--- src/rtl/scanner_pkg.sv ---
// Shared helpers for the channel scanner: index width, one-hot
// decoding and the masked next-channel search.
package scanner_pkg;

    typedef struct packed {
        logic        found;
        logic        wrap;
        logic [31:0] sel;
    } adv_t;

    function automatic int idx_width(input int n);
        return (n < 2) ? 1 : $clog2(n);
    endfunction

    function automatic logic [4:0] onehot_to_index(input logic [31:0] oh);
        logic [4:0] idx;
        idx = '0;
        for (int k = 0; k < 32; k++) begin
            if (oh[k]) begin
                idx = idx | 5'(k);
            end
        end
        return idx;
    endfunction

    // Rotate the mask so the channel after the current one sits at bit 0,
    // then take the lowest set bit; landing at or past n means we wrapped.
    function automatic adv_t next_unmasked(
        input logic [31:0] sel,
        input logic [31:0] msk,
        input int          n
    );
        adv_t        r;
        logic [31:0] rot;
        int          cur;
        int          t;
        r   = '0;
        rot = '0;
        cur = int'(onehot_to_index(sel));
        for (int k = 0; k < 32; k++) begin
            if (k < n) begin
                t = cur + 1 + k;
                if (t >= n) begin
                    t = t - n;
                end
                rot[k] = msk[t];
            end
        end
        for (int k = 31; k >= 0; k--) begin
            if (rot[k]) begin
                t       = cur + 1 + k;
                r.found = 1'b1;
                r.wrap  = (t >= n);
                if (t >= n) begin
                    t = t - n;
                end
                r.sel    = '0;
                r.sel[t] = 1'b1;
            end
        end
        return r;
    endfunction

endpackage

--- src/rtl/masked_ring_counter.sv ---
// One-hot ring selector with dwell counter, skipping masked channels.
module masked_ring_counter
    import scanner_pkg::*;
#(
    parameter  int CHANNELS = 4,
    parameter  int DWELL    = 1,
    localparam int IDX_W    = idx_width(CHANNELS)
) (
    input  logic                i_clock,
    input  logic                i_reset,
    input  logic                i_run,
    input  logic [CHANNELS-1:0] i_mask,
    output logic [CHANNELS-1:0] o_select,
    output logic [IDX_W-1:0]    o_index,
    output logic                o_wrap
);

    localparam int            CW   = idx_width(DWELL);
    localparam logic [CW-1:0] LAST = CW'(DWELL - 1);

    logic [CHANNELS-1:0] r_sel;
    logic [CW-1:0]       r_cnt;
    logic                r_wrap;
    adv_t                w_adv;
    logic                w_cur_masked;
    logic                w_advance;
    logic                w_unused_sel;

    assign w_adv        = next_unmasked(32'(r_sel), 32'(i_mask), CHANNELS);
    assign w_cur_masked = ~|(r_sel & i_mask);
    assign w_advance    = w_cur_masked | (r_cnt == LAST);
    assign w_unused_sel = ^w_adv.sel;

    // With no channel unmasked there is nowhere to go, so freeze.
    always_ff @(posedge i_clock) begin
        if (i_reset) begin
            r_sel  <= CHANNELS'(1);
            r_cnt  <= '0;
            r_wrap <= 1'b0;
        end else begin
            r_wrap <= 1'b0;
            if (i_run && w_adv.found) begin
                if (w_advance) begin
                    r_sel  <= w_adv.sel[CHANNELS-1:0];
                    r_cnt  <= '0;
                    r_wrap <= w_adv.wrap;
                end else begin
                    r_cnt <= r_cnt + 1'b1;
                end
            end
        end
    end

    assign o_select = r_sel;
    assign o_index  = IDX_W'(onehot_to_index(32'(r_sel)));
    assign o_wrap   = r_wrap;

endmodule

--- src/rtl/channel_scanner.sv ---
// Self-sequencing N-to-1 channel multiplexer with registered output.
module channel_scanner
    import scanner_pkg::*;
#(
    parameter  int CHANNELS = 4,
    parameter  int WIDTH    = 1,
    parameter  int DWELL    = 1,
    localparam int IDX_W    = idx_width(CHANNELS)
) (
    input  logic                      i_clock,
    input  logic                      i_reset,
    input  logic                      i_enable,
    input  logic                      i_hold,
    input  logic [CHANNELS-1:0]       i_mask,
    input  logic [CHANNELS*WIDTH-1:0] i_data,
    output logic [WIDTH-1:0]          o_out,
    output logic                      o_valid,
    output logic [CHANNELS-1:0]       o_select,
    output logic [IDX_W-1:0]          o_index,
    output logic                      o_wrap
);

    logic                w_run;
    logic                w_any;
    logic [CHANNELS-1:0] w_select;
    logic [WIDTH-1:0]    w_slice;
    logic [WIDTH-1:0]    r_out;
    logic                r_valid;

    assign w_run = i_enable & ~i_hold;
    assign w_any = |i_mask;

    masked_ring_counter #(
        .CHANNELS (CHANNELS),
        .DWELL    (DWELL)
    ) u_ring (
        .i_clock  (i_clock),
        .i_reset  (i_reset),
        .i_run    (w_run),
        .i_mask   (i_mask),
        .o_select (w_select),
        .o_index  (o_index),
        .o_wrap   (o_wrap)
    );

    always_comb begin
        w_slice = '0;
        for (int k = 0; k < CHANNELS; k++) begin
            if (w_select[k]) begin
                w_slice = i_data[k*WIDTH +: WIDTH];
            end
        end
    end

    // Sample before the ring advances on the same edge; hold wins over enable.
    always_ff @(posedge i_clock) begin
        if (i_reset) begin
            r_out   <= '0;
            r_valid <= 1'b0;
        end else if (w_run) begin
            r_out   <= w_any ? w_slice : '0;
            r_valid <= |(i_mask & w_select);
        end else if (!i_hold) begin
            r_valid <= 1'b0;
        end
    end

    assign o_out    = r_out;
    assign o_valid  = r_valid;
    assign o_select = w_select;

endmodule

--- config.mk ---
export PLATFORM = sky130hd
export DESIGN_NAME = channel_scanner
export DESIGN_NICKNAME = d
export VERILOG_FILES = /design/src/rtl/scanner_pkg.sv /design/src/rtl/masked_ring_counter.sv /design/src/rtl/channel_scanner.sv
export SDC_FILE = /design/constraint.sdc
export NUM_CORES = 1
export LEC_CHECK = 0
export CORE_UTILIZATION = 50
export CTS_CLUSTER_DIAMETER = 200
export CTS_CLUSTER_SIZE = 30
export DETAILED_ROUTE_END_ITERATION = 10
export DONT_BUFFER_PORTS = 1
export GPL_TIMING_DRIVEN = 0
export PLACE_DENSITY = 0.72
export SYNTH_ARGS = -nofsm -noshare
export SYNTH_HDL_FRONTEND = slang
export SYNTH_HIERARCHICAL = 1
export SYNTH_SLANG_ARGS = --single-unit
export TNS_END_PERCENT = 10
--- constraint.sdc ---
create_clock -name i_clock -period 4.2 [get_ports i_clock]
set_clock_uncertainty 0.1 [all_clocks]
set_input_delay 0.84 -clock i_clock [delete_from_list [all_inputs] [get_ports i_clock]]
set_output_delay 0.84 -clock i_clock [all_outputs]
set_load 0.01 [all_outputs]
Word level (Yosys, flattened, before mapping)
Cells that the tools add are included.
{ "word_totals": {"out_inout_bits": 9, "regBits": 8, "elab_cells": 91} }
{ "op_classes": {"n_bitwise": 7, "add_sub_neg": 9, "n_mux": 43, "n_lt_le_gt_ge": 16, "n_eq_ne": 1, "n_reduce_logical": 10} }
{ "ops": {"columns": ["cell", "n"], "rows": [
  ["32-bit by 7-bit < comparator with 1-bit output, second input constant", 8],
  ["32-bit two-way mux", 8],
  ["34-bit two-way mux", 4],
  ["32-bit by 1-bit greater-or-equal comparator with 1-bit output, second input constant", 4],
  ["32-bit by 4-bit greater-or-equal comparator with 1-bit output, second input constant", 4],
  ["32-bit by 4-bit subtractor with 32-bit output, second input constant", 4],
  ["32-bit by 3-bit adder with 32-bit output, second input constant", 2],
  ["32-bit by 2-bit adder with 32-bit output, second input constant", 1],
  ["1-bit two-way mux", 21],
  ["1-bit binary-select mux with 5-bit select", 4],
  ["1-bit demux with 5-bit select", 4],
  ["4-bit OR reduction", 2],
  ["5-bit by 1-bit adder with 6-bit output, second input constant", 1],
  ["1-bit logical AND", 5],
  ["4-bit AND", 1],
  ["2-bit two-way mux", 2],
  ["1-bit NOT", 4],
  ["3-bit OR reduction", 1],
  ["2-bit by 1-bit != test with 1-bit output, second input constant", 1],
  ["2-bit AND reduction", 1],
  ["1-bit adder, second input constant", 1],
  ["1-bit AND", 1],
  ["1-bit logical NOT", 1],
  ["1-bit bitwise OR", 1]
]} }

Depth between registers and ports, before layout
{ "depth": {"ltp_word": 22, "ltp_mapped": 12, "depth_no_buf": 8} }

Cells and area by module
Netlist, hierarchy kept.
{ "modules_own_cells": {"columns": ["module", "cells_each", "area_per_inst_um2", "n_inst"], "rows": [
  ["masked_ring_counter", 90, 835.8, 1],
  ["channel_scanner", 16, 137.6, 1]
]} }

Least setup slack after synthesis
OpenSTA, ideal clock, no wires.
{ "synth_path": {"kind": "flip-flop to flip-flop", "from": "reg u_ring.r_sel[1] (netlist: u_ring/o_select[1])", "to": "reg u_ring.r_sel[3] (netlist: u_ring/o_select[3])", "setup_ns": 0.121, "stages_incl_launch_ff": 12, "setup_slack_ns": 1.398, "n_path_buf": 4, "synth_period_minus_slack_ns": 2.802, "arrival_time_ns": 2.580, "path_cell_list": "dfxtp_1 -> buf_6 -> or2_1 -> buf_6 -> ha_1 -> buf_2 -> and2_1 -> a221o_4 -> nand3b_4 -> and3_1 -> buf_6 -> mux2_4"} }
{ "synth_between": {"elab_chain_cells": 16, "word_cells_on_any_way": 65, "cone_classes": "8 x add/sub; 12 x order compare; 35 x mux; 2 x bitwise; 8 x reduce/logical"} }
{ "synth_lines": {"columns": ["item", "line", "source"], "rows": [
  ["start: declaration", "masked_ring_counter.sv:21", "logic [CHANNELS-1:0] r_sel;"],
  ["start signal: assignment", "masked_ring_counter.sv:44", "r_sel <= w_adv.sel[CHANNELS-1:0];"],
  ["1-bit two-way mux (*)", null, null],
  ["2-bit two-way mux (*) (2 in a row)", null, null],
  ["named net o_index[0]", "channel_scanner.sv:19", "output logic [IDX_W-1:0] o_index,"],
  ["5-bit by 1-bit adder with 6-bit output (*)", "scanner_pkg.sv:42, scanner_pkg.sv:51", null],
  ["32-bit by 3-bit adder with 32-bit output", "scanner_pkg.sv:42, scanner_pkg.sv:51", null],
  ["32-bit by 4-bit subtractor with 32-bit output or 32-bit by 4-bit greater-or-equal comparator with 1-bit output (tied branches)", null, null],
  ["32-bit two-way mux", "scanner_pkg.sv:43, scanner_pkg.sv:54", null],
  ["32-bit two-way mux or 1-bit binary-select mux with 5-bit select (tied branches)", "scanner_pkg.sv:50, scanner_pkg.sv:46", null],
  ["32-bit by 1-bit greater-or-equal comparator with 1-bit output (not written as such) (tied with other cells)", "scanner_pkg.sv:58", "r.sel[t] = 1'b1;"],
  ["1-bit logical AND (not written as such) or 1-bit two-way mux (tied branches)", "scanner_pkg.sv:58, scanner_pkg.sv:46", null],
  ["1-bit two-way mux (not written as such) or 34-bit two-way mux (tied branches)", "scanner_pkg.sv:58, scanner_pkg.sv:50", null],
  ["1-bit demux with 5-bit select or 34-bit two-way mux (tied branches)", null, null],
  ["34-bit two-way mux (2 in a row)", "scanner_pkg.sv:50", "if (rot[k]) begin"],
  ["34-bit two-way mux or 1-bit logical AND (tied branches)", "scanner_pkg.sv:50, masked_ring_counter.sv:42", null],
  ["34-bit two-way mux (*)", "scanner_pkg.sv:50", null]
]} }
The timed path passes the listed nets; every way through them passes the cells marked *. The select of a mux whose other input is x is not followed.
A chain may end at the register's enable or synchronous reset.

Final worst setup path
{ "layout_path": {"from": "reg u_ring.r_sel[2] (netlist: u_ring/o_select[2])", "to": "reg u_ring.r_sel[3] (netlist: u_ring/o_select[3])"} }
{ "layout_between": {"elab_chain_cells": 15, "word_cells_on_any_way": 64, "cone_classes": "8 x add/sub; 12 x order compare; 34 x mux; 2 x bitwise; 8 x reduce/logical"} }
{ "layout_lines": {"columns": ["item", "line"], "rows": [
  ["2-bit two-way mux (*) (2 in a row)", null],
  ["named net o_index[1]", "channel_scanner.sv:19"],
  ["5-bit by 1-bit adder with 6-bit output (*)", "scanner_pkg.sv:42, scanner_pkg.sv:51"],
  ["32-bit by 3-bit adder with 32-bit output", "scanner_pkg.sv:42, scanner_pkg.sv:51"],
  ["32-bit by 4-bit subtractor with 32-bit output or 32-bit by 4-bit greater-or-equal comparator with 1-bit output (tied branches)", null],
  ["32-bit two-way mux", "scanner_pkg.sv:43, scanner_pkg.sv:54"],
  ["32-bit two-way mux or 1-bit binary-select mux with 5-bit select (tied branches)", "scanner_pkg.sv:50, scanner_pkg.sv:46"],
  ["32-bit by 1-bit greater-or-equal comparator with 1-bit output (not written as such) (tied with other cells)", "scanner_pkg.sv:58"],
  ["1-bit logical AND (not written as such) or 1-bit two-way mux (tied branches)", "scanner_pkg.sv:58, scanner_pkg.sv:46"],
  ["1-bit two-way mux (not written as such) or 34-bit two-way mux (tied branches)", "scanner_pkg.sv:58, scanner_pkg.sv:50"],
  ["1-bit demux with 5-bit select or 34-bit two-way mux (tied branches)", null],
  ["34-bit two-way mux (2 in a row)", "scanner_pkg.sv:50"],
  ["34-bit two-way mux or 1-bit logical AND (tied branches)", "scanner_pkg.sv:50, masked_ring_counter.sv:42"],
  ["34-bit two-way mux (*)", "scanner_pkg.sv:50"]
]} }
Marked as above.

==> metrics.txt <==
CTS Sinks=8; top_reg_cell synth=dfxtp_1; Final Cycle Share=72.8%; Worst slew margin=64.2%; # DRC=0; Tightest Pin Transition=0.537 ns; Required @ worst endpoint=4.23 ns; grt peak-use layer=met2; total wire length=2020 um; sequential share of the synthesized area=16.5%; clock buffer count from CTS=3; vias per cell=6.14; antenna violations before repair=0; Ys Warns=6; Synth Area in Adders=10.3%; Cells after Synth=106; largest family of logic cells by synthesized area=compound AO/OA/AOI/OAI gates; setup TNS=0 ns; #FFs+latches synth=8; Yosys top cell area share=16.5%; DIE AREA=0.00213 mm^2; number of global-route vias before repair=776; syn_area_per_cell=9.18 um^2; placed cells=131; Max Freq=327 MHz; asr flop ratio synth=0%; gr usage total=20.2%; diodes inserted=0; crit path DAT=3.09 ns; M3 GR Usage=6.27%; global-route met2 utilization=33.5%; Detailed Routing Iterations Pass 1=4; Core Rows=15; post-synthesis simple-gate area fraction=21.6%; Post-CTS Setup Inserts=0; Ports=21; clock buffer depth=2; min Tclk post-route=3.06 ns; XOR/XNOR Fraction of Synth Area=0%; mux contribution to synthesized area=11.6%; DR WL/cell=15.1 um; final hold violation count=0; GP Congestion=0.887; Area after DPL=0.00100 mm^2; gr ovfl total=0; Clock Latency Late Sink=0.25 ns; post-route ant nets=0; Worst Setup End Kind=register; vias after detailed routing=823; Clk pin slew, worst setup/hold paths=0.05 ns; DP Wirelength=1570 um; Max Fanout on Critical Path=12; RSZ-0062 raised after global routing=false; post-cts gate resize count=0; global-route wire length before repair=3170 um; max-slew violations=0; CTS Hold Buffers Added=0; port buffer count=0; Synth cell types=48; Mapped Area=973 um^2; Syn Nets=126; Crit Path Class=register to register; CTS H-tree depth=1; largest area contributor in the netlist=dfxtp_1; met1 usage=26.4%; Initial Utilization=54.6%; Core ar.=0.00178 mm^2; Design Area, Final=0.00103 mm^2; max-cap violations=0; CP Launch Type=register; Die Ht=46.1 um; most frequent cells in the layout=dfxtp_1 (8), ha_1 (8), mux2i_1 (6); DR iter-0 viols=23; Post-synth EDFFs=0; Compound-Gate Fraction of Synth Area=33.3%; largest cells by area after synthesis=dfxtp_1 (16%), ha_1 (10%), mux2i_1 (6.2%), buf_6 (3.5%), nor2b_1 (3.2%); layout cells sized above 1=19.3%; status=completed; Post-Layout Cell Count=134; root buffer selected by CTS=clkbuf_4; Final #Nets=131; Synth-to-Final Area Change=5.53%; Die W=46.1 um; final setup violating endpoints=0; CTS tree=done; largest net degree at the start of global routing=13; Hold WC Path Type=register to register
area by class of cell:
| class | instances | area [um^2] |
|---|---|---|
| fillers | 168 | 756 |
| multi-input cells | 88 | 747 |
| flip-flops and latches | 8 | 160 |
| plain buffers | 5 | 42.5 |
| well taps | 25 | 31.3 |
| inverters | 5 | 23.8 |
| clock buffers | 3 | 22.5 |
flip-flops by register name, indices dropped and copies added (netlist names):
name,flops
o_out,1
u_ring/o_wrap,1
u_ring/r_cnt,1
o_valid,1
u_ring/o_select,4
worst paths after layout:
kind	from	end	slack, ns	cells after the start
max reg2reg	u_ring/o_select[2]	u_ring/o_select[3]	1.14	10
min reg2reg	u_ring/r_cnt	u_ring/r_cnt	0.36	2
min	u_ring/r_cnt	u_ring/r_cnt	0.36	2
max	u_ring/o_select[2]	u_ring/o_select[3]	1.14	10
synth_stat cells (all sizes together), types with 4 or more instances:
library cell and number:
a22o 4, nand3 5, a21boi 4, o22ai 4, mux2 4, o21ai 5, ha 8, nor2b 5
a21oi 4, mux2i 6, inv 4, dfxtp 8, buf 5, nand2 4
worst max-delay path, cell delays in order (launching register included):
cell and delay [ns]:
dfxtp_1 0.61, or2_1 0.34, ha_1 0.28, buf_2 0.19, nor2b_1 0.12, a31oi_1 0.11, a211oi_2 0.40, nand3b_4 0.22
and3_1 0.17, buf_6 0.12, mux2_4 0.29
stage by stage:
step | setup WS, ns | utilization (%) | hold slack [ns]
final | 1.14 | 57.6 | 0.360
after global routing | 0.941 | 57.6 | 0.372
after CTS | 1.13 | 57.6 | 0.359
after detailed placement | 1.14 | 56.4 | 0.348
after global placement | 1.12 | 56.4 | 0.342
after floorplan | 1.40 | - | 0.324
per-layer routing:
| layer | up-vias | wire (um) |
|---|---|---|
| li1 | 410 | - |
| met1 | 384 | 1000 |
| met2 | 27 | 904 |
| met3 | 2 | 108 |
| met4 | 0 | 6 |
| met5 | - | 0 |
kinds of logic (layout without fill, tap and decap cells):
group,count (synthesis),after routing
AO/OA/AOI/OAI,38,38
adder cells (fa/ha/maj),8,8
buffers and inverters,10,13
flip-flops,8,8
multiplexers,10,10
AND/OR/NAND/NOR,32,32
Power is not shown: default switching activity piles up to over one toggle a cycle in this logic, so the estimate is an artifact.
==> edit (same settings) <==
Put a register stage on the output `o_index`. The value now appears one clock later. The other outputs are not delayed to match.
--- a/src/rtl/channel_scanner.sv
+++ b/src/rtl/channel_scanner.sv
@@ -21,4 +21,6 @@
 );
 
+    logic [IDX_W-1:0] o_index_d;
+
     logic                w_run;
     logic                w_any;
@@ -40,5 +42,5 @@
         .i_mask   (i_mask),
         .o_select (w_select),
-        .o_index  (o_index),
+        .o_index  (o_index_d),
         .o_wrap   (o_wrap)
     );
@@ -70,4 +72,8 @@
     assign o_select = w_select;
 
+    always_ff @(posedge i_clock) begin
+        o_index <= o_index_d;
+    end
+
 endmodule
 
Formal check against the unedited RTL: not equivalent (Yosys sat finds a counterexample within 4 cycles, from zero or initial values and one cycle with i_reset high).
==> edit against the unedited design <==
  * Via count up 4.4%
  * Design area up 5.2%
  * Setup slack lost 0.024 ns
  * Synthesized area is 4.1% higher
  * Routed wire length grew 7.4%
  * Maximum frequency down 0.77%
  * First-iteration DRC count grew 26%
  * Sequential cell count up 2
  * Critical path type unchanged
Power is left out: the tool's default activity adds up to more than one toggle a clock period on the data nets, which glitch-free logic cannot reach.
==> edit: results (changes against the unedited design) <==
Status: finished clean (unchanged)
Achievable clock frequency: 324 MHz (was 327 MHz)
Area after DPL: 1040 um2 (was 1000 um2)
Via/cell ratio: 6.27 (was 6.14)
Ranking of synthesized cells by area: dfxtp_1, ha_1, mux2i_1, buf_6, nor2b_1 (unchanged)
Mux share of post-synthesis cell area: 11.1% (was 11.6%)
Worst slack, placed: 1.15 ns (was 1.14 ns)
Met3 WL post-DR: 141 um (was 108 um)
Critical path arrival: 3.14 ns (was 3.09 ns)
Vias in the first global route: 727 (was 776)
Routed wl met2: 964 um (was 904 um)
TritonCTS buffer count: 3 (unchanged)
R2R Setup Slk: 1.12 ns (was 1.14 ns)
Fillers: 172 (was 168)
Synth cell count leaders: dfxtp_1, ha_1, mux2i_1, nand3_1, nor2b_1 (unchanged)
Compound-gate portion of the synthesized area: 32.0% (was 33.3%)
Mean post-synth cell area: 9.38 um2 (was 9.18 um2)
Total GRT Usage: 21.4% (was 20.2%)
Global Route met2 Usage: 32.5% (was 33.5%)
HPWL Detailed: 1590 um (was 1570 um)
GRT met1 Usage: 30.4% (was 26.4%)
Clock transition at the registers of the reported paths: 0.07 ns (was 0.05 ns)
Tightest Pin Transition: 0.507 ns (was 0.537 ns)
DR pass1 iterations: 4 (unchanged)
Met3 Track Usage GR: 6.92% (was 6.27%)
Diode count: 0 (unchanged)
Fin cells: 137 (was 134)
M1 wire length: 1050 um (was 1000 um)
Global-route wire length before repair: 3350 um (was 3170 um)
Final nets: 133 (was 131)
GP Congestion: 0.872 (was 0.887)
Max reg flops: 4 (unchanged)
Pin count of the biggest net entering global routing: 13 (unchanged)
Crit path capture: u_ring/o_select[3] (unchanged)
Synthesized-area fraction occupied by adder cells: 9.88% (was 10.3%)
Post-Route WL: 2170 um (was 2020 um)
Register area share after synthesis: 19.8% (was 16.5%)
Share of layout cells above drive strength 1: 19.6% (was 19.3%)
Initial DRC Count: 29 (was 23)
Post-CTS Resized: 0 (unchanged)
Cells on worst reg2reg path: 10 (unchanged)
## edit: changes by cell type in the layout (fill, tap and decap cells not counted), sizes merged
cell,before,now
clkbuf,3,4
dfxtp,8,10
## edit: final cells by class
cell class	count	area (um2)	share of cell area, %
Buffer	5	42.5	3.94
Tap cell	25	31.3	2.89
Clock buffer	4	36.3	3.36
Inverter	5	23.8	2.20
Sequential cell	10	200	18.5
Multi-Input combinational cell	88	747	69.1
## edit: critical path: stages, from the launching register on
cell and delay [ns]:
dfxtp_1 0.63, or2_1 0.33, ha_1 0.27, buf_2 0.18
nor2b_1 0.12, a31oi_1 0.12, a211oi_2 0.40, nand3b_4 0.22
and3_1 0.17, buf_6 0.12, mux2_4 0.29
## edit: worst min-delay path by stage
stage	to	slack, ns
floorplan	u_ring/r_cnt	0.32
global placement	u_ring/r_cnt	0.34
detailed placement	u_ring/r_cnt	0.35
CTS	u_ring/r_cnt	0.36
global route	u_ring/r_cnt	0.37
finish	u_ring/r_cnt	0.36
